`config.mk`:
```
export PLATFORM = sky130hd
export DESIGN_NAME = hdu_sb
export DESIGN_NICKNAME = d
export VERILOG_FILES = /design/src/rtl/hdu_sb.sv
export SDC_FILE = /design/constraint.sdc
export NUM_CORES = 1
export LEC_CHECK = 0
export ABC_CLOCK_PERIOD_IN_PS = 3000
export BUFFER_PORTS_ARGS = -buffer_cell sky130_fd_sc_hd__buf_2
export CAP_MARGIN = 20
export CORE_ASPECT_RATIO = 0.5
export CORE_MARGIN = 2
export CORE_UTILIZATION = 50
export CTS_BUF_LIST = sky130_fd_sc_hd__clkbuf_4 sky130_fd_sc_hd__clkbuf_8 sky130_fd_sc_hd__clkbuf_16
export DETAILED_ROUTE_END_ITERATION = 6
export GPL_ROUTABILITY_DRIVEN = 0
export PLACE_DENSITY = 0.78
export SYNTH_ARGS = -nofsm -noshare
export SYNTH_HDL_FRONTEND = slang
export SYNTH_SLANG_ARGS = --single-unit
```
`constraint.sdc`:
```
create_clock -name clk -period 3 [get_ports clk]
set_clock_uncertainty 0.15 [all_clocks]
set_input_delay 0.15 -clock clk [delete_from_list [all_inputs] [get_ports clk]]
set_output_delay 0.15 -clock clk [all_outputs]
set_load 0.03 [all_outputs]
```
`src/rtl/hdu_sb.sv`:
```
// hdu_sb: scoreboard-based hazard detection unit.
//
// Tracks destination registers in flight through a shadow EXE/MA pipeline and
// long-latency mul/div writebacks in a per-register pending scoreboard. The
// stall/flush outputs of the hazard controller are fed back so the shadow
// stages stay aligned with the real pipeline.
//
// Ports:
//   clk, rstn                  clock, synchronous active-low reset
//   id_valid                   valid instruction in ID
//   id_rs1_en/id_rs1           ID source 1 read enable / index
//   id_rs2_en/id_rs2           ID source 2 read enable / index
//   id_rd_en/id_rd             ID destination write enable / index
//   id_is_load, id_is_md       ID instruction class
//   {id,exe,ma}_{stall,flush}  controller outputs fed back
//   md_done/md_done_rd         mul/div writeback this cycle and its rd
//   md_kill                    abort every mul/div in flight
//   id_hazard                  ID must hold (load-use, scoreboard RAW/WAW)
//   exe_hazard                 EXE must hold (mul/div unit full)
//   sb_pending                 current scoreboard mask (debug)
//
// Optional feature (macro HDU_PERF_CNT_EN): perf_lu_cnt, perf_sb_cnt and
// perf_sh_cnt count cycles of load-use hazard, scoreboard hazard and
// exe_hazard. They wrap at 2^32 and reset to 0.

module hdu_sb #(
  parameter int unsigned XLEN_RF            = 32,
  parameter int unsigned MD_MAX_OUTSTANDING = 1
) (
  input  logic               clk,
  input  logic               rstn,
  input  logic               id_valid,
  input  logic               id_rs1_en,
  input  logic [4:0]         id_rs1,
  input  logic               id_rs2_en,
  input  logic [4:0]         id_rs2,
  input  logic               id_rd_en,
  input  logic [4:0]         id_rd,
  input  logic               id_is_load,
  input  logic               id_is_md,
  input  logic               id_stall,
  input  logic               id_flush,
  input  logic               exe_stall,
  input  logic               exe_flush,
  input  logic               ma_stall,
  input  logic               ma_flush,
  input  logic               md_done,
  input  logic [4:0]         md_done_rd,
  input  logic               md_kill,
  output logic               id_hazard,
  output logic               exe_hazard,
`ifdef HDU_PERF_CNT_EN
  output logic [31:0]        perf_lu_cnt,
  output logic [31:0]        perf_sb_cnt,
  output logic [31:0]        perf_sh_cnt,
`endif
  output logic [XLEN_RF-1:0] sb_pending
);

  localparam logic [1:0] MdMax = 2'(MD_MAX_OUTSTANDING);

  typedef struct packed {
    logic       v;
    logic       rd_en;
    logic [4:0] rd;
    logic       is_load;
    logic       is_md;
  } stage_t;

  stage_t             exe_q, exe_d, ma_q, ma_d;
  logic [XLEN_RF-1:0] pend_q, pend_d;
  logic [XLEN_RF-1:0] set_vec, clr_vec, pend_vis;
  logic [1:0]         cnt_q, cnt_d;
  logic               md_set, md_clr;
  logic               lu_haz, sb_haz;

  // Shadow pipeline next state.
  always_comb begin
    exe_d = exe_q;
    if (exe_stall) begin
      if (exe_flush) exe_d.v = 1'b0;
    end else begin
      exe_d.v       = id_valid & ~id_flush & ~id_stall;
      exe_d.rd_en   = id_rd_en;
      exe_d.rd      = id_rd;
      exe_d.is_load = id_is_load;
      exe_d.is_md   = id_is_md;
    end

    ma_d = ma_q;
    if (!ma_stall) begin
      ma_d   = exe_q;
      ma_d.v = exe_q.v & ~exe_stall & ~exe_flush;
    end
    if (ma_flush) ma_d.v = 1'b0;
  end

  // A mul/div is recorded when it actually leaves EXE; x0 is never tracked.
  assign md_set  = exe_q.v & exe_q.is_md & exe_q.rd_en & (exe_q.rd != 5'd0) &
                   ~exe_stall & ~exe_flush;
  // A completion with nothing outstanding is spurious and ignored entirely.
  assign md_clr  = md_done & (cnt_q != 2'd0);
  assign set_vec = md_set ? (XLEN_RF'(1) << exe_q.rd) : '0;
  assign clr_vec = md_clr ? (XLEN_RF'(1) << md_done_rd) : '0;

  always_comb begin
    pend_d = pend_q;
    cnt_d  = cnt_q;
    if (md_kill) begin
      pend_d = '0;
      cnt_d  = 2'd0;
    end else begin
      // Set after clear so a same-index set/clear leaves the bit pending.
      pend_d    = (pend_q & ~clr_vec) | set_vec;
      pend_d[0] = 1'b0;
      if (md_set && !md_clr) begin
        if (cnt_q != MdMax) cnt_d = cnt_q + 2'd1;
      end else if (!md_set && md_clr) begin
        cnt_d = cnt_q - 2'd1;
      end
    end
  end

  always_ff @(posedge clk) begin
    if (!rstn) begin
      exe_q  <= '0;
      ma_q   <= '0;
      pend_q <= '0;
      cnt_q  <= 2'd0;
    end else begin
      exe_q  <= exe_d;
      ma_q   <= ma_d;
      pend_q <= pend_d;
      cnt_q  <= cnt_d;
    end
  end

  // Completing writeback is bypassed: its index no longer blocks ID.
  assign pend_vis = pend_q & ~clr_vec;

  assign lu_haz = id_valid & exe_q.v & exe_q.is_load & exe_q.rd_en & (exe_q.rd != 5'd0) &
                  ((id_rs1_en & (id_rs1 == exe_q.rd)) | (id_rs2_en & (id_rs2 == exe_q.rd)));

  assign sb_haz = id_valid &
                  ((id_rs1_en & (id_rs1 != 5'd0) & pend_vis[id_rs1]) |
                   (id_rs2_en & (id_rs2 != 5'd0) & pend_vis[id_rs2]) |
                   (id_rd_en  & (id_rd  != 5'd0) & pend_vis[id_rd]));

  assign id_hazard  = lu_haz | sb_haz;
  assign exe_hazard = exe_q.v & exe_q.is_md & (cnt_q == MdMax) & ~md_done;
  assign sb_pending = pend_q;

`ifdef HDU_PERF_CNT_EN
  always_ff @(posedge clk) begin
    if (!rstn) begin
      perf_lu_cnt <= '0;
      perf_sb_cnt <= '0;
      perf_sh_cnt <= '0;
    end else begin
      if (lu_haz)     perf_lu_cnt <= perf_lu_cnt + 32'd1;
      if (sb_haz)     perf_sb_cnt <= perf_sb_cnt + 32'd1;
      if (exe_hazard) perf_sh_cnt <= perf_sh_cnt + 32'd1;
    end
  end
`endif

endmodule

```
==> impl_results.md <==
* Synth top area share at 27.8%
* Die Area at 0.00671 mm²
* Finish-stage setup viols at 1
* IO Port Bufs at 66
* Layout cell share with drive strength beyond 1 at 32.8%
* Util after Layout at 69.3%
* Worst skew pair latency at 0.29 ns
* Synthesized net count at 412
* Cell count after synthesis at 374
* Chip width at between 100 and 150 µm
* CTS tree: done
* Residual DRC at 4
* CP max-delay cell: or4b_4
* Clock Path Buffers at 2
* Clock sink count at 42
* First-pass DRT Iterations at 7
* First-pass GRT wire length at 16.2 mm
* Fmax at about 320 MHz
* Post-route setup TNS at -0.0921 ns
* Final Hold Viols at 1
* Critical path arrival at ~2.8 ns
* Crit path time final at 3.09 ns
* Max-Slew Margin vs Limit at 60.7%
* Largest fanout on the critical path at 8
* CTS clk-pin slew, worst paths at 0.07 ns
* Post-DR wirelength/cell at around 20 µm
* Outcome: finished, violations left
* H-Tree Depth at 2
* Routed WL at approximately 11 mm
* Die height at 58.9 µm
* Std cell rows at 19
* Area Growth Syn to Fin at 29.9%
* Via density at between 6 and 7
* Critical path type: reg2out
* Critical Path RT at 2.70 ns
* N_diodes at 0
* Synth cell types at 65
* Post-route ant nets at 0
* Average size of a mapped cell at roughly 8 µm²
* Seq/Total Area, Yosys at 27.8%
* Pwr dens at 340 mW/mm²
* Post-synth top area cell: dfxtp_1
* Total power at 1340 µW
* Final worst-path cycle share at 103%
* FF+latch count, synth at 42
* Initial antenna violation count at 0
* Global route overflow at 0
* Largest net degree at the start of global routing at 34
* DP HPWL at approximately 7.6 mm
* Crit-path max cell delay at a little under 0.5 ns
* Final slew viol count at 0
* Io pins at 70
* Setup crit start kind: flop
* Yosys warnings at 0
* 1st-iter DRT viols at 420
* Worst hold-check path type: in2reg
* Worst-Margin Slew at 0.583 ns
* Fin nets at 500
* Top_reg_cell synth: dfxtp_1
* Number of global-route vias before repair at 3118
* Worst IR drop on VDD at 284 µV
* Leakage at approximately 0.0015 µW
* Core area at 0.00566 mm²
* Initial Utilization at between 50% and 60%
* Final hold slack at -0.000991 ns
* DR vias at 3463
* Placed cell count at 520
* Worst path cell trace: inv_2 > ha_4 > or4b_4 > buf_12 > o21ai_4 > mux2i_2 > a211oi_2 > o31ai_1 > nor4_2 > o211ai_1 > buf_4
* CP endpoint kind: primary output
* Final WS setup at -0.0921 ns
* Synthesized area at 0.00302 mm²
* Total Routing Usage GR at 31.8%
* Synth area leaders: dfxtp_1 (28%), mux2i_1 (9.3%), a21oi_1 (6.1%)
* Maxcap violations at 0
* Total CTS buffers at 5
* Ys async rst share at 0%
* RSZ-0062 raised after global routing: true
* Violated checks: design-rule violations, negative hold slack, negative setup slack
* Root Driver: clkbuf_16
* Post-synth EDFFs at 0
* Non-filler cells, final at 536
==> where the power goes <==
part           internal (µW)  total (µW)  switching [µW]
combinational           78.7         200             122
clock                    312         558             246
sequential               564         577            13.1
==> timing repair <==
action | in CTS | in global routing
hold buffers | 4 | 0
pin swaps | 9 | 0
endpoints found under the setup margin | 1 | 1
hold endpoints to repair | 3 | 0
buffers inserted | 1 | 3
resized for setup | 29 | 7
==> cells by family after synthesis <==
group,after synthesis,share of synthesized area (%)
AO/OA/AOI/OAI,109,22.8
XOR/XNOR,11,3.19
adder cells (fa/ha/maj),2,0.829
buffers and inverters,35,4.77
flip-flops,42,27.8
multiplexers,39,15.6
other,1,0.124
AND/OR/NAND/NOR,135,24.9
==> critical path, delay by kind of cell (launching register included) <==
| family | cells | cell delay [ns] |
|---|---|---|
| AOI/OAI and AO/OA | 4 | 0.64 |
| DFF | 1 | 0.34 |
| adders and majority gates | 1 | 0.16 |
| and+or+nand+nor | 2 | 0.82 |
| muxes | 1 | 0.12 |
| buffers and inverters | 3 | 0.41 |
==> layer usage <==
metal  part of all wire, %  GRT usage (%)
met5                     0              0
met4                   2.8           9.23
met3                    15           11.9
met2                    41           47.3
met1                    42           43.4
==> synth_stat cells, types with 2 or more instances <==
cell type / count
dfxtp_1: 42
nand2_1: 38
a21oi_1: 37
mux2i_1: 28
o21ai_0: 25
clkbuf_1: 21
nor2_1: 21
nand3_1: 10
nor2b_1: 10
inv_1: 8
o21ai_1: 8
xor2_1: 8
nor3_1: 7
mux4_2: 6
nand2b_1: 6
nand3b_1: 6
mux2_2: 5
nor3b_1: 5
o211ai_1: 5
o21ai_2: 5
nor4b_1: 4
a211o_1: 3
and2_1: 3
nand4_1: 3
nor4_1: 3
o22ai_1: 3
o31a_1: 3
xnor2_1: 3
a311oi_1: 2
and2b_1: 2
and3_1: 2
buf_1: 2
ha_1: 2
nand4b_1: 2
nand4bb_1: 2
o221ai_1: 2
o32ai_1: 2
or3b_1: 2
or4_1: 2
==> flip-flops by register name (all words and copies together), names as in the netlist <==
name and flops:
exe_q 9, cnt_q 2, sb_pending 31
==> worst paths after layout <==
path,start,end,slack [ns],depth (start not counted)
worst min-delay path,exe_flush,exe_q[8],-0.001,3
worst max-delay path,cnt_q[1],id_hazard,-0.09,11
worst max register to register,exe_q[4],cnt_q[0],0.62,6
worst min register to register,sb_pending[11],sb_pending[11],0.37,2
==> stage by stage <==
step	area, µm²	worst slack [ns]
CTS	3870	-0.0246
finish	3920	-0.0921
global route	3920	-0.158
global placement	3580	0.164
detailed placement	3580	0.0992
floorplan	3020	0.371
==> cells in the final DEF, fill, tap and decap left out, types with 3 or more instances in the layout <==
cell and instances:
a211o_1 3, a21oi_1 37, and2_1 3, buf_2 65, buf_4 36, clkbuf_16 5, dfxtp_1 40, dlygate4sd3_1 4
inv_1 6, mux2_2 4, mux2i_1 26, mux4_2 6, nand2_1 38, nand2b_1 6, nand3_1 10, nand3b_1 6
nand4_1 3, nor2_1 21, nor2b_1 10, nor3_1 7, nor3b_1 5, nor4b_1 4, o211ai_1 5, o21ai_0 19
o21ai_1 5, o21ai_2 10, o21ai_4 5, o22ai_1 3, o31a_1 3, xnor2_1 3, xor2_1 8
==> cell type report <==
cell class | instances | area (µm²)
clock buffer | 5 | 125
clock inverter | 3 | 23.8
fill | 440 | 1740
inverter | 9 | 33.8
multi-input combinational | 297 | 2140
sequential | 42 | 843
tap | 73 | 91.3
timing repair buffer | 107 | 667
Power figures use the tool's default switching activity.
